--- config.mk ---
export PLATFORM = sky130hd
export DESIGN_NAME = mpu_load_arbiter_flat
export DESIGN_NICKNAME = d
export VERILOG_FILES = /design/src/rtl/mpu_load_arbiter_if.sv /design/src/rtl/mpu_load_arbiter.sv /design/src/flat_wrapper.sv
export SDC_FILE = /design/constraint.sdc
export NUM_CORES = 1
export LEC_CHECK = 0
export ABC_AREA = 1
export BUFFER_PORTS_ARGS = -buffer_cell sky130_fd_sc_hd__buf_2
export CAP_MARGIN = 10
export CORE_ASPECT_RATIO = 1.2
export CORE_MARGIN = 4
export CORE_UTILIZATION = 40
export DETAILED_ROUTE_END_ITERATION = 7
export PLACE_DENSITY = 0.76
export SLEW_MARGIN = 20
export SYNTH_ARGS = -nofsm -noshare
export SYNTH_HDL_FRONTEND = slang
export SYNTH_SLANG_ARGS = --single-unit
--- constraint.sdc ---
create_clock -name clk -period 3.7 [get_ports clk]
set_clock_uncertainty 0.05 [all_clocks]
set_input_delay 0.185 -clock clk [delete_from_list [all_inputs] [get_ports clk]]
set_output_delay 0.185 -clock clk [all_outputs]
set_load 0.05 [all_outputs]
--- src/rtl/mpu_load_arbiter_if.sv ---
// Bundle of the requester side and load-unit side signals of mpu_load_arbiter.
//   slave  : arbiter view (requests and load-unit handshake in, grants/data out)
//   master : environment view (requesters + load unit), directions reversed
// Width parameters mirror the global_defs values used by the arbiter.
interface mpu_load_arbiter_if #(
  parameter int unsigned NREQ            = 2,
  parameter int unsigned GBITS           = 0,
  parameter int unsigned FPBITS          = 31,
  parameter int unsigned MBITS           = 3,
  parameter int unsigned NBITS           = 3,
  parameter int unsigned MATRIX_REG_BITS = 2
);
  logic [NREQ-1:0]                        req_in;
  logic [NREQ-1:0][FPBITS:0]              req_element_in;
  logic [NREQ-1:0][MBITS:0]               req_m_size_in;
  logic [NREQ-1:0][NBITS:0]               req_n_size_in;
  logic [NREQ-1:0][MATRIX_REG_BITS:0]     req_addr_in;
  logic [NREQ-1:0]                        req_ack_out;
  logic [NREQ-1:0]                        req_error_out;
  logic [NREQ-1:0]                        req_done_out;
  logic                                   load_en_out;
  logic [FPBITS:0]                        load_element_out;
  logic [MBITS:0]                         load_m_size_out;
  logic [NBITS:0]                         load_n_size_out;
  logic [MATRIX_REG_BITS:0]               load_addr_out;
  logic                                   load_ack_in;
  logic                                   load_error_in;
  logic                                   busy_out;
  logic [GBITS:0]                         grant_id_out;

  modport slave (
    input  req_in, req_element_in, req_m_size_in, req_n_size_in, req_addr_in,
    input  load_ack_in, load_error_in,
    output req_ack_out, req_error_out, req_done_out,
    output load_en_out, load_element_out, load_m_size_out, load_n_size_out, load_addr_out,
    output busy_out, grant_id_out
  );

  modport master (
    output req_in, req_element_in, req_m_size_in, req_n_size_in, req_addr_in,
    output load_ack_in, load_error_in,
    input  req_ack_out, req_error_out, req_done_out,
    input  load_en_out, load_element_out, load_m_size_out, load_n_size_out, load_addr_out,
    input  busy_out, grant_id_out
  );
endinterface

--- src/rtl/mpu_load_arbiter.sv ---
// Round-robin arbiter sharing the matrix-load path among NREQ requesters.
// A grant is held for a whole m x n transfer; bad dimensions are rejected
// with an error pulse before the load unit is enabled.
// Ports:
//   clk, rst : clock, synchronous active-high reset
//   bus      : mpu_load_arbiter_if.slave (requests, element/size/addr,
//              per-requester ack/error/done, load-unit enable/data/handshake,
//              busy and granted index)
// req_ack_out and load_element_out are combinational pass-throughs of the
// granted channel; every other output is registered.
module mpu_load_arbiter #(
  parameter int unsigned NREQ            = 2,
  parameter int unsigned GBITS           = 0,
  parameter int unsigned FPBITS          = 31,
  parameter int unsigned MBITS           = 3,
  parameter int unsigned NBITS           = 3,
  parameter int unsigned MATRIX_REG_BITS = 2,
  parameter int unsigned M               = 8,
  parameter int unsigned N               = 8
) (
  input logic                clk,
  input logic                rst,
  mpu_load_arbiter_if.slave  bus
);

  localparam int unsigned GW = GBITS + 1;
  localparam int unsigned MW = MBITS + 1;
  localparam int unsigned NW = NBITS + 1;
  localparam int unsigned AW = MATRIX_REG_BITS + 1;
  localparam int unsigned TW = MBITS + NBITS + 2;

  typedef enum logic [1:0] {
    ARB_IDLE   = 2'd0,
    ARB_STREAM = 2'd1,
    ARB_DONE   = 2'd2
  } arb_state_e;

  arb_state_e       state;
  logic [GW-1:0]    grant;
  logic [GW-1:0]    last_grant;
  logic [TW-1:0]    total;
  logic [TW-1:0]    count;
  logic [MW-1:0]    m_q;
  logic [NW-1:0]    n_q;
  logic [AW-1:0]    addr_q;
  logic             load_en_q;
  logic             busy_q;
  logic [GW-1:0]    grant_id_q;
  logic [NREQ-1:0]  error_q;
  logic [NREQ-1:0]  done_q;

  logic             cand_valid;
  logic [GW-1:0]    cand;
  logic [MW-1:0]    cand_m;
  logic [NW-1:0]    cand_n;
  logic             dims_bad;

  // Round-robin scan: descending offsets so the nearest one after last_grant wins.
  always_comb begin
    cand_valid = 1'b0;
    cand       = '0;
    for (int i = int'(NREQ); i >= 1; i--) begin
      if (bus.req_in[GW'((int'(last_grant) + i) % int'(NREQ))]) begin
        cand_valid = 1'b1;
        cand       = GW'((int'(last_grant) + i) % int'(NREQ));
      end
    end
  end

  assign cand_m   = bus.req_m_size_in[cand];
  assign cand_n   = bus.req_n_size_in[cand];
  assign dims_bad = (cand_m == '0) || (cand_n == '0) ||
                    (cand_m > MW'(M)) || (cand_n > NW'(N));

  // Arbitration FSM with registered outputs.
  always_ff @(posedge clk) begin
    if (rst) begin
      state      <= ARB_IDLE;
      grant      <= '0;
      last_grant <= GW'(NREQ - 1);
      total      <= '0;
      count      <= '0;
      m_q        <= '0;
      n_q        <= '0;
      addr_q     <= '0;
      load_en_q  <= 1'b0;
      busy_q     <= 1'b0;
      grant_id_q <= '0;
      error_q    <= '0;
      done_q     <= '0;
    end else begin
      error_q <= '0;
      done_q  <= '0;
      case (state)
        ARB_IDLE: begin
          if (cand_valid) begin
            if (dims_bad) begin
              // Rejected requester moves to the back of the rotation.
              error_q[cand] <= 1'b1;
              last_grant    <= cand;
            end else begin
              grant      <= cand;
              m_q        <= cand_m;
              n_q        <= cand_n;
              addr_q     <= bus.req_addr_in[cand];
              total      <= TW'(cand_m) * TW'(cand_n);
              count      <= '0;
              load_en_q  <= 1'b1;
              busy_q     <= 1'b1;
              grant_id_q <= cand;
              state      <= ARB_STREAM;
            end
          end
        end
        ARB_STREAM: begin
          // Load-unit error or requester drop aborts; wins over a final ack.
          if (bus.load_error_in || !bus.req_in[grant]) begin
            error_q[grant] <= 1'b1;
            last_grant     <= grant;
            load_en_q      <= 1'b0;
            busy_q         <= 1'b0;
            grant_id_q     <= '0;
            state          <= ARB_IDLE;
          end else if (bus.load_ack_in) begin
            count <= count + TW'(1);
            if (count == total - TW'(1)) begin
              load_en_q     <= 1'b0;
              done_q[grant] <= 1'b1;
              state         <= ARB_DONE;
            end
          end
        end
        ARB_DONE: begin
          // One dead cycle here plus the IDLE scan keeps load_en low for two cycles.
          last_grant <= grant;
          busy_q     <= 1'b0;
          grant_id_q <= '0;
          state      <= ARB_IDLE;
        end
        default: state <= ARB_IDLE;
      endcase
    end
  end

  // Ack only the granted requester, and only while streaming.
  always_comb begin
    bus.req_ack_out = '0;
    if (state == ARB_STREAM) begin
      bus.req_ack_out[grant] = bus.load_ack_in;
    end
  end

  assign bus.load_element_out = (state == ARB_STREAM) ? bus.req_element_in[grant] : '0;
  assign bus.req_error_out    = error_q;
  assign bus.req_done_out     = done_q;
  assign bus.load_en_out      = load_en_q;
  assign bus.load_m_size_out  = m_q;
  assign bus.load_n_size_out  = n_q;
  assign bus.load_addr_out    = addr_q;
  assign bus.busy_out         = busy_q;
  assign bus.grant_id_out     = grant_id_q;

endmodule

--- src/flat_wrapper.sv ---
// flat-port wrapper written by rule: the top's interface ports become plain ports
module mpu_load_arbiter_flat 
#(
  parameter int unsigned NREQ            = 2,
  parameter int unsigned GBITS           = 0,
  parameter int unsigned FPBITS          = 31,
  parameter int unsigned MBITS           = 3,
  parameter int unsigned NBITS           = 3,
  parameter int unsigned MATRIX_REG_BITS = 2,
  parameter int unsigned M               = 8,
  parameter int unsigned N               = 8
)
  (clk, rst, bus_req_in, bus_req_element_in, bus_req_m_size_in, bus_req_n_size_in, bus_req_addr_in, bus_load_ack_in, bus_load_error_in, bus_req_ack_out, bus_req_error_out, bus_req_done_out, bus_load_en_out, bus_load_element_out, bus_load_m_size_out, bus_load_n_size_out, bus_load_addr_out, bus_busy_out, bus_grant_id_out);
  mpu_load_arbiter_if #(.NREQ(NREQ), .GBITS(GBITS), .FPBITS(FPBITS), .MBITS(MBITS), .NBITS(NBITS), .MATRIX_REG_BITS(MATRIX_REG_BITS)) bus_i ();
  input logic clk;
  input logic rst;
  input wire logic [$bits(bus_i.req_in)-1:0] bus_req_in;
  input wire logic [$bits(bus_i.req_element_in)-1:0] bus_req_element_in;
  input wire logic [$bits(bus_i.req_m_size_in)-1:0] bus_req_m_size_in;
  input wire logic [$bits(bus_i.req_n_size_in)-1:0] bus_req_n_size_in;
  input wire logic [$bits(bus_i.req_addr_in)-1:0] bus_req_addr_in;
  input wire logic [$bits(bus_i.load_ack_in)-1:0] bus_load_ack_in;
  input wire logic [$bits(bus_i.load_error_in)-1:0] bus_load_error_in;
  output wire logic [$bits(bus_i.req_ack_out)-1:0] bus_req_ack_out;
  output wire logic [$bits(bus_i.req_error_out)-1:0] bus_req_error_out;
  output wire logic [$bits(bus_i.req_done_out)-1:0] bus_req_done_out;
  output wire logic [$bits(bus_i.load_en_out)-1:0] bus_load_en_out;
  output wire logic [$bits(bus_i.load_element_out)-1:0] bus_load_element_out;
  output wire logic [$bits(bus_i.load_m_size_out)-1:0] bus_load_m_size_out;
  output wire logic [$bits(bus_i.load_n_size_out)-1:0] bus_load_n_size_out;
  output wire logic [$bits(bus_i.load_addr_out)-1:0] bus_load_addr_out;
  output wire logic [$bits(bus_i.busy_out)-1:0] bus_busy_out;
  output wire logic [$bits(bus_i.grant_id_out)-1:0] bus_grant_id_out;
  assign bus_i.req_in = bus_req_in;
  assign bus_i.req_element_in = bus_req_element_in;
  assign bus_i.req_m_size_in = bus_req_m_size_in;
  assign bus_i.req_n_size_in = bus_req_n_size_in;
  assign bus_i.req_addr_in = bus_req_addr_in;
  assign bus_i.load_ack_in = bus_load_ack_in;
  assign bus_i.load_error_in = bus_load_error_in;
  assign bus_req_ack_out = bus_i.req_ack_out;
  assign bus_req_error_out = bus_i.req_error_out;
  assign bus_req_done_out = bus_i.req_done_out;
  assign bus_load_en_out = bus_i.load_en_out;
  assign bus_load_element_out = bus_i.load_element_out;
  assign bus_load_m_size_out = bus_i.load_m_size_out;
  assign bus_load_n_size_out = bus_i.load_n_size_out;
  assign bus_load_addr_out = bus_i.load_addr_out;
  assign bus_busy_out = bus_i.busy_out;
  assign bus_grant_id_out = bus_i.grant_id_out;
  mpu_load_arbiter #(.NREQ(NREQ), .GBITS(GBITS), .FPBITS(FPBITS), .MBITS(MBITS), .NBITS(NBITS), .MATRIX_REG_BITS(MATRIX_REG_BITS), .M(M), .N(N)) u_core (.clk(clk), .rst(rst), .bus(bus_i));
endmodule
# After elaboration in Yosys (flattened, before gate mapping)

Index checks and enable logic that the tools add are counted.

Add/subtract/negate cells: 4
Multiply operators: 1
Order comparisons: 8
Equal/unequal tests: 11
Mux-type cells: 54
Bitwise operators: 5
Reductions and logical operators: 19

Operators by type and width:

| cell                                                       | count |
|---|---|
| two-way mux 32 bit                                         | 3 |
| two-way mux 8 bit                                          | 4 |
| two-way mux 1 bit                                          | 23 |
| two-way mux 2 bit                                          | 9 |
| two-way mux 4 bit                                          | 4 |
| case mux 8 bit (2 select lines)                            | 1 |
| AND reduction 4 bit                                        | 3 |
| AND reduction 5 bit                                        | 2 |
| case mux 1 bit (3 select lines)                            | 3 |
| adder 8 x 1 -> 8 bit, second input constant                | 1 |
| == test 8 bit                                              | 1 |
| > comparator 4 bit, second input constant                  | 2 |
| logical NOT 4 bit                                          | 2 |
| multiplier 4 x 4 -> 8 bit                                  | 1 |
| case mux 2 bit (2 select lines)                            | 2 |
| subtractor 8 x 1 -> 8 bit, second input constant           | 1 |
| less-than comparator 1 x 3 -> 1 bit, second input constant | 2 |
| two-way mux 3 bit                                          | 2 |
| inequality test 2 x 1 -> 1 bit, second input constant      | 3 |
| inequality test 2 bit, second input constant               | 3 |
| OR reduction 5 bit                                         | 1 |
| logical OR 1 bit                                           | 4 |
| less-than comparator 1 x 2 -> 1 bit, second input constant | 2 |
| inverter 1 bit                                             | 4 |
| other kinds (15)                                           | 19 |

Register bits: 38
Bits of input ports: 92
Output and inout port bits: 52
Word-level logic and storage cells: 115

# Logic depth before layout (Yosys ltp)

Gate-level depths: netlist of the first run.

Depth after elaboration: 15
Depth in mapped cells: 19
Depth with buffers taken out: 18

# Least setup slack after synthesis of the first run

OpenSTA, ideal clock, no wires.

Path kind: register to register
From: register u_core.last_grant
To: register u_core.total[6]
Arrival time: 2.980 ns
Data required time: 3.580 ns
Slack: 0.600 ns
Cell stages (with the launch flop): 16
Path buffers: 1
Period minus slack after synthesis: 3.100 ns
Cell sequence: dfxtp_1 > inv_4 > nand2_8 > buf_6 > nand2_1 > nand2_2 > nand2_1 > fa_1 > inv_1 > fa_1 > inv_1 > fa_1 > o21ai_0 > xor2_1 > o21ai_0 > a21oi_1

Longest elaborated chain between the ends: 11
Elaborated cells between the ends (all ways): 18
Those cells by class: add/sub: 2; mul: 1; order compare: 2; mux: 6; bitwise: 1; reduce/logical: 6

RTL lines:

| item                                                                              | line                    | text |
|---|---|---|
| start: declaration                                                                | mpu_load_arbiter.sv:40  | `logic [GW-1:0] last_grant;` |
| start signal: assignment                                                          | mpu_load_arbiter.sv:80  | `last_grant <= GW'(NREQ - 1);` |
| start signal: assignment                                                          | mpu_load_arbiter.sv:100 | `last_grant <= cand;` |
| start signal: assignment                                                          | mpu_load_arbiter.sv:119 | `last_grant <= grant;` |
| adder 1 bit                                                                       | mpu_load_arbiter.sv:65  | `cand = GW'((int'(last_grant) + i) % int'(NREQ));` |
| two-way mux 1 bit                                                                 | mpu_load_arbiter.sv:63  | `if (bus.req_in[GW'((int'(last_grant) + i) % int'(NREQ))]) begin` |
| two-way mux 1 bit *                                                               | mpu_load_arbiter.sv:63  |  |
| parallel branches: the longest is 8 deep, another holds multiplier 4 x 4 -> 8 bit | n/a                     |  |
| end signal: assignment                                                            | mpu_load_arbiter.sv:106 | `total <= TW'(cand_m) * TW'(cand_n);` |
| end: declaration                                                                  | mpu_load_arbiter.sv:41  | `logic [TW-1:0] total;` |

Mark *: on every way between the ends. The select of a mux whose other input is x is not followed.
A chain may end at the register's enable or synchronous reset.

# Worst setup path in the final report of the first run

Ends and elaborated chain as after synthesis.

==> results.txt, run 1 <==
In this design, the stage delay of the slowest critical-path cell is 0.56 ns. The weighted congestion reported at the end of routability-driven placement came out at 0.8928. The run gives 0 as the initial antenna violation count. The predominant post-synthesis flop cell was sky130_fd_sc_hd__dfxtp_1.

Timing would allow up to 297.8 MHz. In the layout the commonest cells are sky130_fd_sc_hd__nand2_1, sky130_fd_sc_hd__buf_2, sky130_fd_sc_hd__nand3_1, sky130_fd_sc_hd__nor2_1, sky130_fd_sc_hd__inv_1. The filler cells instantiated in the layout total 768.

The largest individual stage delay along the critical path comes from the cell sky130_fd_sc_hd__fa_1. The synthesized netlist devotes 44.41% of its cell area to simple gates. The clock latency reported for the late side of the worst-skew pair is 0.30 ns. The share of the synthesized area in compound gates (AO/OA/AOI/OAI) came out at 9.201%. Yosys mapped a number of flops with a built-in enable equal to 0. During I/O placement, the number of pins put on the boundary was 144. OpenSTA, run right after detailed placement, puts the worst setup slack at 0.1750 ns. Port buffering added 143 buffers. The die outline width was 89.77 um. The path class of the tightest hold or removal check is input port to flip-flop.

In the post-route analysis, the smallest setup slack over all paths is 0.3417 ns. The final total negative setup slack was 0 ns. The first global-routing pass estimated 15640 um of wire.

The critical path class is flip-flop to flip-flop. Traced cell by cell, the critical path runs through inv_4 > nand2_8 > nand2_1 > nand2_1 > inv_1 > nand2_1 > fa_1 > inv_1 > fa_1 > inv_1 > fa_1 > o21ai_1 > xor2_1 > o21ai_0 > a21oi_1. After detailed routing, the average wire length per cell comes to 12.80 um. The depth of the worst hold-timing path is 5. The number of endpoints with negative hold slack in the final report is 0, and the number of synthesis warnings is 0.

The proportion of layout cells with a drive suffix above 1 is 27.23%, and the overall routing resource usage is 19.28%. The post-synthesis sequential area ratio is 23.70%, and the async set-reset flop share out of synthesis is 0%. The run finished with clean final reports. The leakage power came out at 2.265 nW. The detailed-routing iteration count for the pre-antenna-repair pass was 5; the largest net degree at the start of global routing was 37. For the normalized max-slew margin, the log shows 55.11%. The max-slew violation count was 0; the logic depth of the worst register-to-register path was 15.

The synthesized design contains 38 register bits. The tools report the cell row count as 35. The initial detailed-routing violation count was 204; the slew at the pin closest to its max-slew limit was 0.6711 ns. CTS saw 38 sinks. The most used routing layer is met2. Global routing used 35.81% of the available met2 tracks. For the total overflow reported by the global router, the log shows 0.

Across all layers, the routed design uses 3756 vias. For this run, global-route usage on met3 was measured as 2.760%. Once the floorplan was initialized, standard cells occupied 41.40% of the core.

The global routing met1 resource utilization was 22.86%; the final wirelength was 9635 um. The total DRC errors in the routed layout was 0; the area inside the core boundary was 7751 sq um. The area of the mapped netlist is 3209 sq um. The library cell used most frequently in the layout, excluding fill and tap cells, is sky130_fd_sc_hd__nand2_1. In this run the power density over the cells is 349.6 nW/um^2. The fraction of the mapped netlist area in adder cells is 9.123%, and the growth of design area from synthesis to finish is 25.73%. The minimum clock period after layout is 3.358 ns, and the number of buffers created by CTS is 5. The largest fanout of any net on the critical path is 19. Measured against the total synthesized area, the mux share comes to 0%. The detail route stage leaves a number of antenna-violating nets equal to 0. The number of global-route vias before repair was 3503; the total of max-cap violations was 0.

The post-synthesis net count was 640; the count of mapped cells out of synthesis was 527. The logs give 2 for the depth of the CTS H-tree and 0 for the number of endpoints failing setup at the final stage. The worst setup path is launched from a flip-flop. Data on the critical path arrives at its endpoint at 3.53 ns.

The tools report the detailed placement HPWL as 7766 um. After detailed routing, the number of vias per cell comes to 4.988. TritonCTS built the clock tree. The xor/xnor share of the synthesized area was 2.729%; the average instance area after synthesis was 6.090 sq um. Setup repair after global routing left no endpoint under its margin.

The number of different library cells used by synthesis comes to 31. The repair_antennas step left the layout with diodes totalling 0. The number of nets in the final layout came out at 773. Clock-pin slew was measured on the worst setup and hold paths at 0.08 ns. At the worst endpoint, the required time is 3.87 ns. The worst supply voltage drop on vdd is 0.1547 mV, and the final cycle utilization of the critical path is 90.76%. The tree is rooted in a sky130_fd_sc_hd__clkbuf_8. The die area is 9526 sq um, and the number of buffers on the longest clock path is 2.

The worst setup path is captured at a flip-flop. After synthesis, the largest family of logic cells by area is simple AND/OR/NAND/NOR gates. The die boundary height came out at 106.1 um.
worst paths after layout:
path                                         startpoint                                          to  slack (ns)
min                                  bus_req_addr_in[5]    u_core.bus.load_addr_out[2]$_SDFFE_PP0P_        0.19
max                      u_core.last_grant$_SDFFE_PP1P_                u_core.total[6]$_SDFFE_PP0P_        0.34
min reg2reg  u_core.bus.load_n_size_out[2]$_SDFFE_PP0P_  u_core.bus.load_n_size_out[2]$_SDFFE_PP0P_        0.43
max reg2reg              u_core.last_grant$_SDFFE_PP1P_                u_core.total[6]$_SDFFE_PP0P_        0.34
stage by stage:
step | area, sq um | instances | util [%] | total power [mW] | hold WS [ns]
3_5_place_dp | 3944 | 745 | 50.88 | 1.113 | 0.4199
3_3_place_gp | 3944 | 745 | 50.88 | 1.097 | 0.4050
4_1_cts | 4035 | 753 | 52.06 | 1.412 | 0.1943
6_report | 4035 | 753 | 52.06 | 1.411 | 0.1937
2_1_floorplan | 3209 | 527 | - | 0.9554 | 0.2041
5_1_grt | 4035 | 753 | 52.06 | 1.506 | 0.2297
per-layer routing:
metal	wire, um	up-vias	share of wire (%)
met5	0	-	0
met4	119	0	1.2
met3	461	11	4.8
met2	5098	114	53
met1	3956	1699	41
li1	-	1932	-
worst max-delay path, delay by kind of cell, from the launching register on:
family	cells	cell delay, ns
adders and majority gates	3	1.55
xor gates and xnor gates	1	0.14
and+or+nand+nor	4	0.42
buffers and inverters	4	0.34
AOI/OAI and AO/OA	3	0.40
DFF	1	0.37
registers in the layout, indices dropped and copies added, names as in the netlist:
| signal | flops |
|---|---|
| u_core.count | 8 |
| u_core.bus.load_m_size_out | 4 |
| u_core.bus.grant_id_out | 1 |
| u_core.bus.load_en_out | 1 |
| u_core.bus.req_done_out | 2 |
| u_core.bus.load_n_size_out | 4 |
| u_core.bus.busy_out | 1 |
| u_core.grant | 1 |
| u_core.total | 8 |
| u_core.last_grant | 1 |
| u_core.bus.req_error_out | 2 |
| u_core.state | 2 |
| u_core.bus.load_addr_out | 3 |
where the power goes:
group	total (mW)	internal, mW	leakage, nW	switching, mW
Sequential	0.462	0.438	0.309	0.0238
Combinational	0.644	0.208	1.91	0.436
Clock	0.305	0.151	0.0482	0.154
Total	1.41	0.796	2.26	0.614
synthesized netlist by cell type (3+ instances only):
cell / n / area (sq um)
sky130_fd_sc_hd__o21ai_0: 18 / 90.09
sky130_fd_sc_hd__o21bai_1: 3 / 22.52
sky130_fd_sc_hd__nor3_1: 4 / 20.02
sky130_fd_sc_hd__ha_1: 17 / 212.7
sky130_fd_sc_hd__clkbuf_1: 11 / 41.29
sky130_fd_sc_hd__buf_6: 6 / 67.56
sky130_fd_sc_hd__dfxtp_1: 38 / 760.7
sky130_fd_sc_hd__nand3_1: 67 / 335.3
sky130_fd_sc_hd__inv_1: 55 / 206.5
sky130_fd_sc_hd__buf_2: 4 / 20.02
sky130_fd_sc_hd__fa_1: 4 / 80.08
sky130_fd_sc_hd__a21oi_1: 26 / 130.1
sky130_fd_sc_hd__nand2_2: 13 / 81.33
sky130_fd_sc_hd__nor2_1: 63 / 236.5
sky130_fd_sc_hd__xor2_1: 8 / 70.07
sky130_fd_sc_hd__o21ai_1: 4 / 20.02
sky130_fd_sc_hd__nand2_1: 165 / 619.3
sky130_fd_sc_hd__nand4_1: 4 / 25.02
kinds of logic (layout without fill, tap and decap cells):
logic type / count (synthesis) / after routing
xor+xnor: 10 / 10
buf+inv: 78 / 212
flops: 38 / 38
compound gates: 54 / 54
simple gates: 326 / 326
fa+ha+maj: 21 / 21
cell type report:
cell class / count / area, sq um / share of cell area [%]
clock buffer: 7 / 86.33 / 2.140
multi-input combinational: 411 / 2103 / 52.12
tap: 92 / 115.1 / 2.853
inverter: 57 / 219.0 / 5.426
timing repair buffer: 147 / 745.7 / 18.48
sequential: 38 / 760.7 / 18.85
clock inverter: 1 / 5.005 / 0.1240
timing repair:
action                     4_1_cts  5_1_grt
gates resized for setup          0        1
setup buffers                    0        0
setup endpoints to repair        0        1
hold buffers                     0        0
Note: power is estimated with default switching activity, not from simulation.
==> run 2: changes to the inputs <==
--- a/config.mk
+++ b/config.mk
@@ -12,7 +12,7 @@
 export CORE_MARGIN = 4
 export CORE_UTILIZATION = 40
 export DETAILED_ROUTE_END_ITERATION = 7
-export PLACE_DENSITY = 0.76
+export PLACE_DENSITY = 0.7
 export SLEW_MARGIN = 20
 export SYNTH_ARGS = -nofsm -noshare
 export SYNTH_HDL_FRONTEND = slang
==> run 2 against run 1 <==
Net effect:
- critical endpoint unchanged
- sequential power barely moved
- utilization did not move
- fmax rose by 0.90%
- cell count did not move
- clock-buffer cell count did not move
- largest power group unchanged
==> results.txt, run 2 (synthesized netlist as in run 1, its figures left out) <==
The logs give 0.1811 ns (+0.006192 ns) for the worst setup slack before clock tree synthesis and 19.00% (-0.27 points) for the overall routing resource usage. The top achievable clock speed came out at 300.5 MHz (+0.90%). The detailed-routing iteration count for the pre-antenna-repair pass is 6 (+1), and the number of antenna repair diodes is 0 (unchanged). The critical path starts at u_core.last_grant$_SDFFE_PP1P_. The mean number of vias per cell was 4.951 (-0.75%). The logic depth of the worst register-to-register path is 15 (unchanged).

Setup repair after global routing left no endpoint under its margin. The tools report the setup fix buffers added after clock tree synthesis as 0 (unchanged). The area taken by multi-input logic gates was 2103 sq um (unchanged). The slew at the pin closest to its max-slew limit works out to 0.6513 ns (-0.01986 ns). The worst setup path is captured at a flip-flop.

The growth of design area from synthesis to finish is 25.73% (unchanged). Following the worst setup path forward leads to its endpoint at u_core.total[6]$_SDFFE_PP0P_. Die boundary height: 106.1 um (unchanged).

The run finished with clean final reports. The initial cell density of the core was 41.40% (unchanged); the wire length of the first global-routing pass was 15380 um (-1.6%). The ratio of total power to cell area was 345.5 nW/um^2 (-1.2%).

The logs give 5 (unchanged) for the number of buffers created by CTS and 0.1995 ns (+0.005875 ns) for the final hold slack. The die area is 9526 sq um (unchanged), and the via count is 3728 (-0.75%). The largest registers in the layout are u_core.count x8, u_core.total x8. The final wirelength is 9428 um (-2.1%).

Fill cell instance count of the final layout: 794 (+3.4%). The initial antenna violation count was 0 (unchanged); the total of max-cap violations was 0 (unchanged). The run gives 7751 sq um (unchanged) as the area inside the core boundary.

The average wire per cell in the routed design was 12.52 um (-2.1%); the number of buffers on the longest clock path was 2 (unchanged). The total DRC errors in the routed layout was 0 (unchanged). The logs give 0 ns (unchanged) for the final total negative setup slack and 0.1886 mV (+22%) for the worst supply voltage drop on vdd.

The library cell used most frequently in the layout, excluding fill and tap cells, is sky130_fd_sc_hd__nand2_1. The signal arrival time at the worst endpoint is 3.50 ns (-0.03 ns). Type of the worst min-delay path: input port to flip-flop. In this run the critical register-to-register path is captured at u_core.total[6]$_SDFFE_PP0P_. The clock slew at the register clock pins of the worst setup and hold paths is 0.07 ns (about the same). The leakage power was 2.265 nW (unchanged). Critical path class: flip-flop to flip-flop.

The area used by sequential logic in the layout was 760.7 sq um (unchanged); the required arrival time at the worst endpoint was 3.87 ns (about the same). The largest net degree at the start of global routing was 37 (unchanged); the total overflow reported by the global router was 0 (unchanged). The cell row count was 35 (unchanged); the normalized max-slew margin was 56.44% (+1.3 points).

The max-slew violation count came out at 0 (unchanged). The logs give 0.8961 (+0.37%) for the weighted congestion reported at the end of routability-driven placement and 2 (unchanged) for the depth of the CTS H-tree. The number of primary I/O pins is 144 (unchanged), and the count of antenna-violating nets left after detailed routing is 0 (unchanged).

In this run the critical register-to-register path is launched from u_core.last_grant$_SDFFE_PP1P_. The minimum clock period after layout is 3.328 ns (-0.03010 ns), and the number of global-route vias before repair is 3599 (+2.7%). The initial detailed-routing violation count came out at 225 (+10%).

The run gives 0.37 ns (+0.03 ns) as the slack of the worst reg-to-reg path. The final cycle utilization of the critical path is 89.95% (-0.81 points). The number of endpoints with negative hold slack in the final report came out at 0 (unchanged).

The logs give 0 (unchanged) for the number of endpoints failing setup at the final stage and 0.29 ns (about the same) for the clock latency reported for the late side of the worst-skew pair. The number of port buffers was 143 (unchanged); the detailed placement HPWL was 7668 um (-1.3%). The die outline width is 89.77 um (unchanged), and the post-route worst setup slack is 0.3718 ns (+0.03010 ns). For the count of clock tree sinks, the log shows 38 (unchanged).

TritonCTS built the clock tree. Number of nets in the final layout: 773 (unchanged). Largest fanout of any net on the critical path: 19 (unchanged). Leaving out fill and tap cells, the most frequent cells in the layout are sky130_fd_sc_hd__nand2_1, sky130_fd_sc_hd__buf_2, sky130_fd_sc_hd__nand3_1, sky130_fd_sc_hd__nor2_1, sky130_fd_sc_hd__inv_1. The buffer type at the clock tree root was sky130_fd_sc_hd__clkbuf_8. The proportion of layout cells with a drive suffix above 1 works out to 27.23% (unchanged). The worst setup path is launched from a flip-flop.
-- run 2: through the flow --
step | utilization, % | total power, mW | instance area [sq um] | cells
floorplan | - | 0.9554 | 3209 | 527
global placement | 50.88 | 1.099 | 3944 | 745
detailed placement | 50.88 | 1.110 | 3944 | 745
CTS | 52.06 | 1.403 | 4035 | 753
global route | 52.06 | 1.493 | 4035 | 753
finish | 52.06 | 1.394 | 4035 | 753
-- run 2: routing by layer --
metal | up-vias | global-route usage, % | wire length (um)
li1 | 1934 | - | -
met1 | 1652 | 21.56 | 3830
met2 | 114 | 34.73 | 4795
met3 | 28 | 3.397 | 514
met4 | 0 | 8.434 | 288
met5 | - | 0 | 0
-- run 2: cell type report --
type                       instances  share of cell area (%)
inverter                          57                   5.426
clock buffer                       7                   2.140
clock inverter                     1                  0.1240
tap                               92                   2.853
sequential                        38                   18.85
multi-input combinational        411                   52.12
timing repair buffer             147                   18.48
-- run 2: worst max-delay path, stage by stage, from the launching register on --
cell                      delay (ns)
sky130_fd_sc_hd__dfxtp_1        0.36
sky130_fd_sc_hd__inv_4          0.12
sky130_fd_sc_hd__nand2_8        0.10
sky130_fd_sc_hd__nand2_1        0.09
sky130_fd_sc_hd__nand2_1        0.13
sky130_fd_sc_hd__inv_1          0.10
sky130_fd_sc_hd__nand2_1        0.08
sky130_fd_sc_hd__fa_1           0.53
sky130_fd_sc_hd__inv_1          0.05
sky130_fd_sc_hd__fa_1           0.56
sky130_fd_sc_hd__inv_1          0.07
sky130_fd_sc_hd__fa_1           0.45
sky130_fd_sc_hd__o21ai_1        0.18
sky130_fd_sc_hd__xor2_1         0.14
sky130_fd_sc_hd__o21ai_0        0.09
sky130_fd_sc_hd__a21oi_1        0.14
-- run 2: worst min path at each step --
stage / start / end / slack [ns] / depth (start not counted)
global route: bus_req_in[1] / u_core.bus.req_error_out[1]$_SDFF_PP0_ / 0.22 / 4
finish: bus_req_in[1] / u_core.bus.req_error_out[1]$_SDFF_PP0_ / 0.20 / 4
CTS: bus_req_addr_in[3] / u_core.bus.load_addr_out[0]$_SDFFE_PP0P_ / 0.21 / 5
floorplan: rst / u_core.bus.load_n_size_out[0]$_SDFFE_PP0P_ / 0.20 / 1
detailed placement: u_core.bus.load_n_size_out[1]$_SDFFE_PP0P_ / u_core.bus.load_n_size_out[1]$_SDFFE_PP0P_ / 0.42 / 2
global placement: u_core.bus.load_n_size_out[1]$_SDFFE_PP0P_ / u_core.bus.load_n_size_out[1]$_SDFFE_PP0P_ / 0.41 / 2
-- run 2: where the power goes --
part           switching [mW]  leakage (nW)  total, mW  internal [mW]
registers              0.0229         0.309      0.461          0.438
logic                   0.433          1.91      0.640          0.207
clock network           0.142        0.0482      0.293          0.150
total                   0.599          2.26       1.39          0.796
-- run 2: timing repair --
item                                    4_1_cts  5_1_grt
gates resized for setup                       0        1
endpoints found under the setup margin        0        1
hold buffers                                  0        0
hold endpoints to repair                      0        0
